### src/rtl/alu_ex_stage_pkg.sv
// Operation codes and width defaults shared by the ALU control decoder and the execute stage.
// Codes 17-31 are unassigned and produce a zero result.
package alu_ex_stage_pkg;

  localparam int DATA_W_DEF = 32;
  localparam int RA_W_DEF   = 5;

  typedef enum logic [4:0] {
    ALU_SLL  = 5'd0,
    ALU_SRL  = 5'd1,
    ALU_SRA  = 5'd2,
    ALU_SLLV = 5'd3,
    ALU_SRLV = 5'd4,
    ALU_SRAV = 5'd5,
    ALU_ADD  = 5'd6,
    ALU_ADDU = 5'd7,
    ALU_SUB  = 5'd8,
    ALU_SUBU = 5'd9,
    ALU_AND  = 5'd10,
    ALU_OR   = 5'd11,
    ALU_XOR  = 5'd12,
    ALU_NOR  = 5'd13,
    ALU_SLT  = 5'd14,
    ALU_SLTU = 5'd15,
    ALU_LUI  = 5'd16
  } alu_op_e;

endpackage

### src/rtl/alu_ex_stage_alu_core.sv
// Combinational ALU: shifter, adder/subtractor, logic ops, compares, signed-overflow detect.
// Latency: zero (pure combinational).
// Backpressure: none; the caller decides when the result is captured.
module alu_core
  import alu_ex_stage_pkg::*;
#(
  parameter int DATA_W = DATA_W_DEF
) (
  input  logic [4:0]        alu_ctrl,
  input  logic [4:0]        shamt,
  input  logic [DATA_W-1:0] a,
  input  logic [DATA_W-1:0] b,
  output logic [DATA_W-1:0] result,
  output logic              ovf
);

  logic [DATA_W-1:0] sum;
  logic [DATA_W-1:0] diff;
  logic [4:0]        sh_var;
  logic              add_ovf;
  logic              sub_ovf;

  assign sum    = a + b;
  assign diff   = a - b;
  assign sh_var = a[4:0];

  // Same-sign operands whose sum flips sign; opposite-sign operands whose difference flips a's sign.
  assign add_ovf = (a[DATA_W-1] == b[DATA_W-1]) && (sum[DATA_W-1] != a[DATA_W-1]);
  assign sub_ovf = (a[DATA_W-1] != b[DATA_W-1]) && (diff[DATA_W-1] != a[DATA_W-1]);

  always_comb begin
    result = '0;
    ovf    = 1'b0;
    case (alu_ctrl)
      ALU_SLL:  result = b << shamt;
      ALU_SRL:  result = b >> shamt;
      ALU_SRA:  result = $unsigned($signed(b) >>> shamt);
      ALU_SLLV: result = b << sh_var;
      ALU_SRLV: result = b >> sh_var;
      ALU_SRAV: result = $unsigned($signed(b) >>> sh_var);
      ALU_ADD: begin
        result = sum;
        ovf    = add_ovf;
      end
      ALU_ADDU: result = sum;
      ALU_SUB: begin
        result = diff;
        ovf    = sub_ovf;
      end
      ALU_SUBU: result = diff;
      ALU_AND:  result = a & b;
      ALU_OR:   result = a | b;
      ALU_XOR:  result = a ^ b;
      ALU_NOR:  result = ~(a | b);
      ALU_SLT:  result = {{(DATA_W-1){1'b0}}, ($signed(a) < $signed(b))};
      ALU_SLTU: result = {{(DATA_W-1){1'b0}}, (a < b)};
      ALU_LUI:  result = {b[DATA_W-17:0], 16'h0000};
      default: begin
        result = '0;
        ovf    = 1'b0;
      end
    endcase
  end

endmodule

### src/rtl/alu_ex_stage.sv
// Execute stage: ALU result held in a one-entry output register toward memory/writeback.
// Latency: 1 cycle from accepted input to out_valid; 1 op/cycle with out_ready held high.
// Backpressure: in_ready = !out_valid | out_ready; the held entry is stable while out_ready is low.
module alu_ex_stage
  import alu_ex_stage_pkg::*;
#(
  parameter int DATA_W = DATA_W_DEF,
  parameter int RA_W   = RA_W_DEF
) (
  input  logic              clk,
  input  logic              rst_n,
  input  logic              in_valid,
  output logic              in_ready,
  input  logic [4:0]        alu_ctrl,
  input  logic [4:0]        shamt,
  input  logic [DATA_W-1:0] src_a,
  input  logic [DATA_W-1:0] src_b,
  input  logic [RA_W-1:0]   rd_in,
  input  logic              we_in,
  input  logic              flush,
  output logic              out_valid,
  input  logic              out_ready,
  output logic [DATA_W-1:0] result,
  output logic [RA_W-1:0]   rd_out,
  output logic              we_out,
  output logic              ovf_exc
);

  typedef enum logic {EMPTY = 1'b0, FULL = 1'b1} state_e;

  state_e            state;
  logic [DATA_W-1:0] core_result;
  logic              core_ovf;
  logic              capture;

  alu_core #(.DATA_W(DATA_W)) u_alu_core (
    .alu_ctrl (alu_ctrl),
    .shamt    (shamt),
    .a        (src_a),
    .b        (src_b),
    .result   (core_result),
    .ovf      (core_ovf)
  );

  assign out_valid = (state == FULL);
  assign in_ready  = !out_valid || out_ready;
  // A redirect kills both the held entry and anything handshaking in the same cycle.
  assign capture   = in_valid && in_ready && !flush;

  always_ff @(posedge clk or negedge rst_n) begin
    if (!rst_n) begin
      state   <= EMPTY;
      result  <= '0;
      rd_out  <= '0;
      we_out  <= 1'b0;
      ovf_exc <= 1'b0;
    end else begin
      case (state)
        EMPTY: if (capture) state <= FULL;
        FULL: begin
          if (flush)                       state <= EMPTY;
          else if (out_ready && !capture)  state <= EMPTY;
        end
        default: state <= EMPTY;
      endcase
      if (capture) begin
        result  <= core_result;
        rd_out  <= rd_in;
        we_out  <= we_in && !core_ovf;
        ovf_exc <= core_ovf;
      end
    end
  end

endmodule

### config.mk
export PLATFORM = sky130hd
export DESIGN_NAME = alu_ex_stage
export DESIGN_NICKNAME = d
export VERILOG_FILES = /design/src/rtl/alu_ex_stage_pkg.sv /design/src/rtl/alu_ex_stage_alu_core.sv /design/src/rtl/alu_ex_stage.sv
export SDC_FILE = /design/constraint.sdc
export NUM_CORES = 1
export LEC_CHECK = 0
export CORE_ASPECT_RATIO = 0.8
export CORE_UTILIZATION = 30
export CTS_BUF_LIST = sky130_fd_sc_hd__clkbuf_4 sky130_fd_sc_hd__clkbuf_8
export DETAILED_ROUTE_END_ITERATION = 6
export PLACE_DENSITY = 0.5
export SETUP_SLACK_MARGIN = 0.2
export SLEW_MARGIN = 20
export SYNTH_ARGS = -nofsm -noshare
export SYNTH_HDL_FRONTEND = slang
export SYNTH_SLANG_ARGS = --single-unit
### constraint.sdc
create_clock -name clk -period 2.4 [get_ports clk]
set_clock_uncertainty 0.2 [all_clocks]
set_input_delay 0.36 -clock clk [delete_from_list [all_inputs] [get_ports clk]]
set_output_delay 0.36 -clock clk [all_outputs]
set_load 0.01 [all_outputs]
# [Word level (Yosys, flattened, before mapping)]
# Index checks and enable logic that the tools add are counted.
[totals] reg_bits=40 wordCells=60 out_inout_bits=41 inputBits=85
[op_classes] mux=6 n_reduce_logical=14 eq_ne=20 bitwise=5 addsub=2 magnitude_cmp=2 shift=6
[ops] op="one-hot mux 32 bit (15 select lines)" n=1
[ops] op="less-than comparator 32 bit" n=2
[ops] op="<< shifter 32 x 5 -> 32 bit" n=2
[ops] op="right shift 32 x 5 -> 32 bit" n=2
[ops] op=">>> shifter 32 x 5 -> 32 bit" n=2
[ops] op="equality test 5 x 4 -> 1 bit, second input constant" n=8
[ops] op="adder 32 bit" n=1
[ops] op="bitwise AND 32 bit" n=1
[ops] op="inverter 32 bit" n=1
[ops] op="OR 32 bit" n=1
[ops] op="subtractor 32 bit" n=1
[ops] op="bitwise XOR 32 bit" n=1
[ops] op="equality test 5 x 3 -> 1 bit, second input constant" n=4
[ops] op="equality test 5 x 2 -> 1 bit, second input constant" n=2
[ops] op="logical AND 1 bit" n=6
[ops] op="equality test 5 x 1 -> 1 bit, second input constant" n=1
[ops] op="equality test 5 bit, second input constant" n=1
[ops] op="logical NOT 5 bit" n=1
[ops] op="logical NOT 1 bit" n=4
[ops] op="one-hot mux 1 bit (2 select lines)" n=2
[ops] op="OR reduction 2 bit" n=2
[ops] op="2-to-1 mux 1 bit" n=3
[ops] op="!= test 1 bit" n=3
[ops] op="equality test 1 bit" n=1
[ops] op="2 further kinds" n=2

# [Logic depth before layout (Yosys ltp)]
[depth] ltp_word=9 mapped_depth=14

# [Cells and area by module]
# A second synthesis with hierarchy kept.
[unflattened] cells_unflattened=1796 hier_area_um2=13108.8
[modules_own_cells] module="alu_core" area_each_um2=11581.1 cells_each=1707 n_inst=1 seq_area_each_um2=0.0
[modules_own_cells] module="alu_ex_stage" area_each_um2=1527.7 cells_each=89 n_inst=1 seq_area_each_um2=1001.0

# [Least setup slack after synthesis]
# No wires, ideal clock.
[synth_path] path_kind="input port to flip-flop" start="input src_b[1]" end="register ovf_exc" t_arrival_ns=3.173 slack_ns=-1.097 setup_ns=0.125 cell_stages=12 cell_sequence="clkbuf_1 > inv_1 > ha_1 > a211oi_1 > o211ai_1 > a21boi_0 > a21oi_1 > o22a_1 > a311oi_1 > mux2i_1 > nand3_1 > mux2_2"
[synth_between] elab_chain_cells=4 word_cells_on_any_way=7 cone_classes="add/sub: 2; eq/ne: 2; mux: 1; reduce/logical: 2"
[synth_lines] element="start: declaration" line="alu_ex_stage.sv:17" text="input logic [DATA_W-1:0] src_b,"
[synth_lines] element="subtractor 32 bit or adder 32 bit (tied branches)" line="alu_ex_stage_alu_core.sv:24, alu_ex_stage_alu_core.sv:23"
[synth_lines] element="!= test 1 bit (on tied branches)" line="alu_ex_stage_alu_core.sv:29, alu_ex_stage_alu_core.sv:28"
[synth_lines] element="logical AND 1 bit (on tied branches)" line="alu_ex_stage_alu_core.sv:29, alu_ex_stage_alu_core.sv:28"
[synth_lines] element="one-hot mux 1 bit (2 select lines) *" line="alu_ex_stage_alu_core.sv:34" text="case (alu_ctrl)"
[synth_lines] element="end signal: assignment" line="alu_ex_stage.sv:70" text="ovf_exc <= core_ovf;"
[synth_lines] element="end: declaration" line="alu_ex_stage.sv:26" text="output logic ovf_exc"
# Every way passes the cells marked *; elsewhere a longest branch is shown, timed or not.
# A chain may end at the register's enable or synchronous reset.

# [Worst setup path after layout]
[layout_path] start="input alu_ctrl[4]" end="register result[31]"
[layout_between] elab_chain_cells=3 word_cells_on_any_way=20 cone_classes="eq/ne: 16; mux: 1; reduce/logical: 3"
[layout_lines] element="start: declaration" line="alu_ex_stage.sv:14" text="input logic [4:0] alu_ctrl,"
[layout_lines] element="equality test 5 x 4 -> 1 bit or equality test 5 x 3 -> 1 bit (tied branches)" line="alu_ex_stage_alu_core.sv:34"
[layout_lines] element="OR reduction 2 bit (no source line)"
[layout_lines] element="one-hot mux 32 bit (15 select lines) *" line="alu_ex_stage_alu_core.sv:34"
[layout_lines] element="end signal: assignment" line="alu_ex_stage.sv:67" text="result <= core_result;"
[layout_lines] element="end: declaration" line="alu_ex_stage.sv:23" text="output logic [DATA_W-1:0] result,"
# Marks and branches as above.

==> results.md <==
| Parameter | Value | Unit |
|---|---|---|
| Count of cell types in the netlist | 84 | - |
| Syn avg cell area | 7.60 | um^2 |
| Reg2reg end | result[13]$_DFFE_PN0P_ | - |
| Summed area of non-filler cells in the final layout | 24400 | um^2 |
| Combinational family with the most area after synthesis | compound AO/OA/AOI/OAI gates | - |
| Startpoint of the worst setup timing path | alu_ctrl[4] | - |
| Placement-stage cell area | 20800 | um^2 |
| Full die area | 44400 | um^2 |
| Number of flops mapped to enable cells by yosys | 0 | - |
| TritonCTS clock tree | yes | - |
| Top cells by area, synth | sky130_fd_sc_hd__mux4_2 (14%), sky130_fd_sc_hd__ha_1 (10%), sky130_fd_sc_hd__mux2i_1 (9.0%) | - |
| Number of maximum-capacitance violations | 0 | - |
| Warning count from the yosys run | 0 | - |
| Layout cells sized above 1 | 53.8 | % |
| Drt pass-1 iters | 5 | - |
| Total global routing track utilization | 42.5 | % |
| FF-to-FF path depth | 11 | - |
| Port Buffers | 125 | - |
| Global-route wire length before repair | 136000 | um |
| Type of the setup path with the least slack | input port to register | - |
| Worst reg2reg setup slack | -610 | ps |
| Worst ir drop on vdd | 0.000205 | V |
| Sequential cell area fraction in the yosys report | 7.66 | % |
| Setup crit end kind | register | - |
| Launching point of the worst reg2reg path | out_valid$_DFF_PN0_ | - |
| PD cells | 311 | nW/um^2 |
| Max-Slew Margin vs Limit | 30.7 | % |
| Syn nets | 1912 | - |
| Die outline height | 189 | um |
| Time the final worst path needs with I/O delays and setup | 3160 | ps |
| Dominant register cell in the synthesized netlist | sky130_fd_sc_hd__dfrtp_1 | - |
| Flops & latches, synth | 40 | - |
| Insertion delay of the later-clocked pin in the worst-skew pair | 380 | ps |
| Total Nets Final | 2800 | - |
| Arrival time reported for the critical path endpoint | 3250 | ps |
| Library cell with the highest instance count after synthesis | sky130_fd_sc_hd__nand2_1 | - |
| Detail-routed net length per standard cell | 30.8 | um |
| Endpoints failing setup | 34 | - |
| Buffer levels on the longest clock path | 2 | - |
| Adder-cell share of the synthesized area | 10.3 | % |
| Min setup slack post-route | -758 | ps |
| Post-synthesis compound-gate area fraction | 30.9 | % |
| Share of the synthesized area in the top cell type | 14.0 | % |
| Share of synthesized cell area in and, or, nand and nor gates | 17.8 | % |
| Worst-case setup slack after placement | -1960 | ps |
| Slew at the pin with the worst max-slew slack | 1040 | ps |
| Post-synthesis instance total | 1721 | - |
| Total count of hold-check failures in the final report | 0 | - |
| Final weighted congestion in routability-driven placement | 1.06 | - |
| Die Width | 235 | um |
| Total number of H-tree levels | 2 | - |
| Leakage power summed over all cells | 0.0108 | uW |
| Maximum fanout along the worst path | 6 | - |
| DRC violations left | 0 | - |
| Effective utilization at floorplan | 30.4 | % |
| Cell area after synthesis | 13100 | um^2 |
| Number of rows in the core area | 68 | - |
| Number of buffers created by CTS | 5 | - |
| Xor and xnor fraction of the mapped netlist area | 0.871 | % |
| Worst Path Required | 2490 | ps |
| Overall overflow remaining after global route | 0 | - |
| Via count | 19700 | - |
| Fraction of the cycle the final worst path needs | 132 | % |
| Clock tree root driver cell | sky130_fd_sc_hd__clkbuf_8 | - |
| Drt first-iter violations | 3102 | - |
| Violations in the final reports | setup timing | - |
| Detailed Place HPWL | 78200 | um |
| FFs w/ async S/R, synth | 100 | % |
| Pin count of the biggest net entering global routing | 41 | - |
| Mux contribution to synthesized area | 24.3 | % |
| I/O Pins | 126 | - |
| Largest area contributor in the netlist | sky130_fd_sc_hd__mux4_2 | - |
| Area growth, synth to finish | 86.6 | % |
| Number of antenna violations at the first check in global routing | 1 | - |
| Setup crit start kind | input port | - |
| TritonCTS sink count | 40 | - |
| Via-per-instance ratio | 6.21 | - |
| Highest Clock Rate | 317 | MHz |
| Outcome | finished with violations | - |
| Number of global-route vias before repair | 18800 | - |
| Floorplan Core Area | 43100 | um^2 |
| Hold WC Path Type | input port to asynchronous set/reset pin | - |
| Drt total wl | 97700 | um |
| Clock edge transition at the registers on the reported setup and hold paths | 110 | ps |
| Count of antenna-violating nets left after detailed routing | 0 | - |
| Setup repair after global routing missed its margin | yes | - |
| Final slew viol count | 0 | - |
| Commonest cells in the synthesized netlist | sky130_fd_sc_hd__nand2_1 (165), sky130_fd_sc_hd__a21oi_1 (154), sky130_fd_sc_hd__nor2_1 (128) | - |
state kept, by name, indices dropped and copies added, names as in the netlist:
register / flops
out_valid: 1
result: 32
we_out: 1
rd_out: 5
ovf_exc: 1
layout make-up:
type	instances	area, um^2
diodes	1	2.50
well taps	560	701
repair buffers	1040	8890
flip-flops and latches	40	1000
fillers	4073	18600
clock inverters	1	30.0
clock buffers	7	96.3
multi-input cells	1423	13300
inverters	99	392
power by group:
group          switching [uW]  total [uW]  internal (uW)
Sequential               59.7         790            730
Clock                     414         783            370
Combinational            3120        6000           2880
Total                    3590        7580           3980
worst max-delay path: stages:
cell and delay (ps):
sky130_fd_sc_hd__buf_6 100, sky130_fd_sc_hd__buf_6 120, sky130_fd_sc_hd__or3_4 400, sky130_fd_sc_hd__buf_6 150, sky130_fd_sc_hd__buf_4 130, sky130_fd_sc_hd__nor4_1 420, sky130_fd_sc_hd__o21ai_2 190, sky130_fd_sc_hd__buf_4 200
sky130_fd_sc_hd__nor2_1 400, sky130_fd_sc_hd__a22oi_2 150, sky130_fd_sc_hd__buf_4 180, sky130_fd_sc_hd__o211ai_1 150, sky130_fd_sc_hd__a21oi_2 80, sky130_fd_sc_hd__a2bb2oi_2 150, sky130_fd_sc_hd__o31ai_2 70
metrics by stage:
stage / hold WS [ps] / setup TNS (ps) / power [uW] / util [%] / std cells
final: 294 / -19890 / 7580 / 56.7 / 3171
after global routing: 311 / -21870 / 7790 / 56.7 / 3170
after CTS: 246 / -17190 / 7020 / 53.5 / 3119
after detailed placement: 186 / -53580 / 5660 / 48.4 / 3037
after global placement: 184 / -53790 / 5660 / 48.4 / 3037
after floorplan: -136 / -18300 / 2880 / - / 1721
logic make-up after synthesis:
logic type | count (synthesis)
AO/OA/AOI/OAI | 594
multiplexers | 214
AND/OR/NAND/NOR | 495
adder cells (fa/ha/maj) | 106
buffers and inverters | 259
XOR/XNOR | 13
flip-flops | 40
how the worst max path moves through the flow:
stage	to	slack (ps)	cells past startpoint
floorplan	result[25]$_DFFE_PN0P_	-740	11
global placement	result[7]$_DFFE_PN0P_	-2080	13
detailed placement	result[7]$_DFFE_PN0P_	-1960	13
CTS	result[25]$_DFFE_PN0P_	-660	11
global route	result[31]$_DFFE_PN0P_	-850	15
finish	result[31]$_DFFE_PN0P_	-760	15
what timing repair did:
action | CTS | global route
pin swaps | 129 | 112
gates resized for setup | 466 | 209
buffers inserted | 69 | 49
hold buffers | 1 | 0
endpoints found under the setup margin | 34 | 34
cloned | 4 | 2
endpoints found under the hold margin | 40 | 0
placed cells by master (no fill, tap or decap), types with 23 or more instances in the layout:
cell type,netlist,final
sky130_fd_sc_hd__o21ai_0,79,49
sky130_fd_sc_hd__inv_2,0,33
sky130_fd_sc_hd__a21oi_2,2,26
sky130_fd_sc_hd__dlygate4sd2_1,0,27
sky130_fd_sc_hd__a21o_1,29,27
sky130_fd_sc_hd__buf_6,4,81
sky130_fd_sc_hd__ha_1,104,64
sky130_fd_sc_hd__o211ai_1,44,44
sky130_fd_sc_hd__nor2_1,128,119
sky130_fd_sc_hd__ha_4,0,34
sky130_fd_sc_hd__mux2i_1,118,81
sky130_fd_sc_hd__buf_4,12,797
sky130_fd_sc_hd__buf_12,0,33
sky130_fd_sc_hd__nand2_1,165,149
sky130_fd_sc_hd__nand3_1,54,46
sky130_fd_sc_hd__clkdlybuf4s50_1,0,61
sky130_fd_sc_hd__a21oi_1,154,117
sky130_fd_sc_hd__nor3_1,36,31
sky130_fd_sc_hd__inv_1,98,59
sky130_fd_sc_hd__mux2i_4,0,23
sky130_fd_sc_hd__dfrtp_1,40,40
sky130_fd_sc_hd__mux4_2,81,81
per-layer routing:
metal  GRT usage (%)  up-vias  share of wire (%)
li1                -     8395                  -
met2            61.0     1409                 40
met4            18.3        2                5.5
met1            59.9     9624                 43
met3            10.3      255                 12
met5               0        -              0.011
No activity file was read; power rests on OpenSTA's default activity.
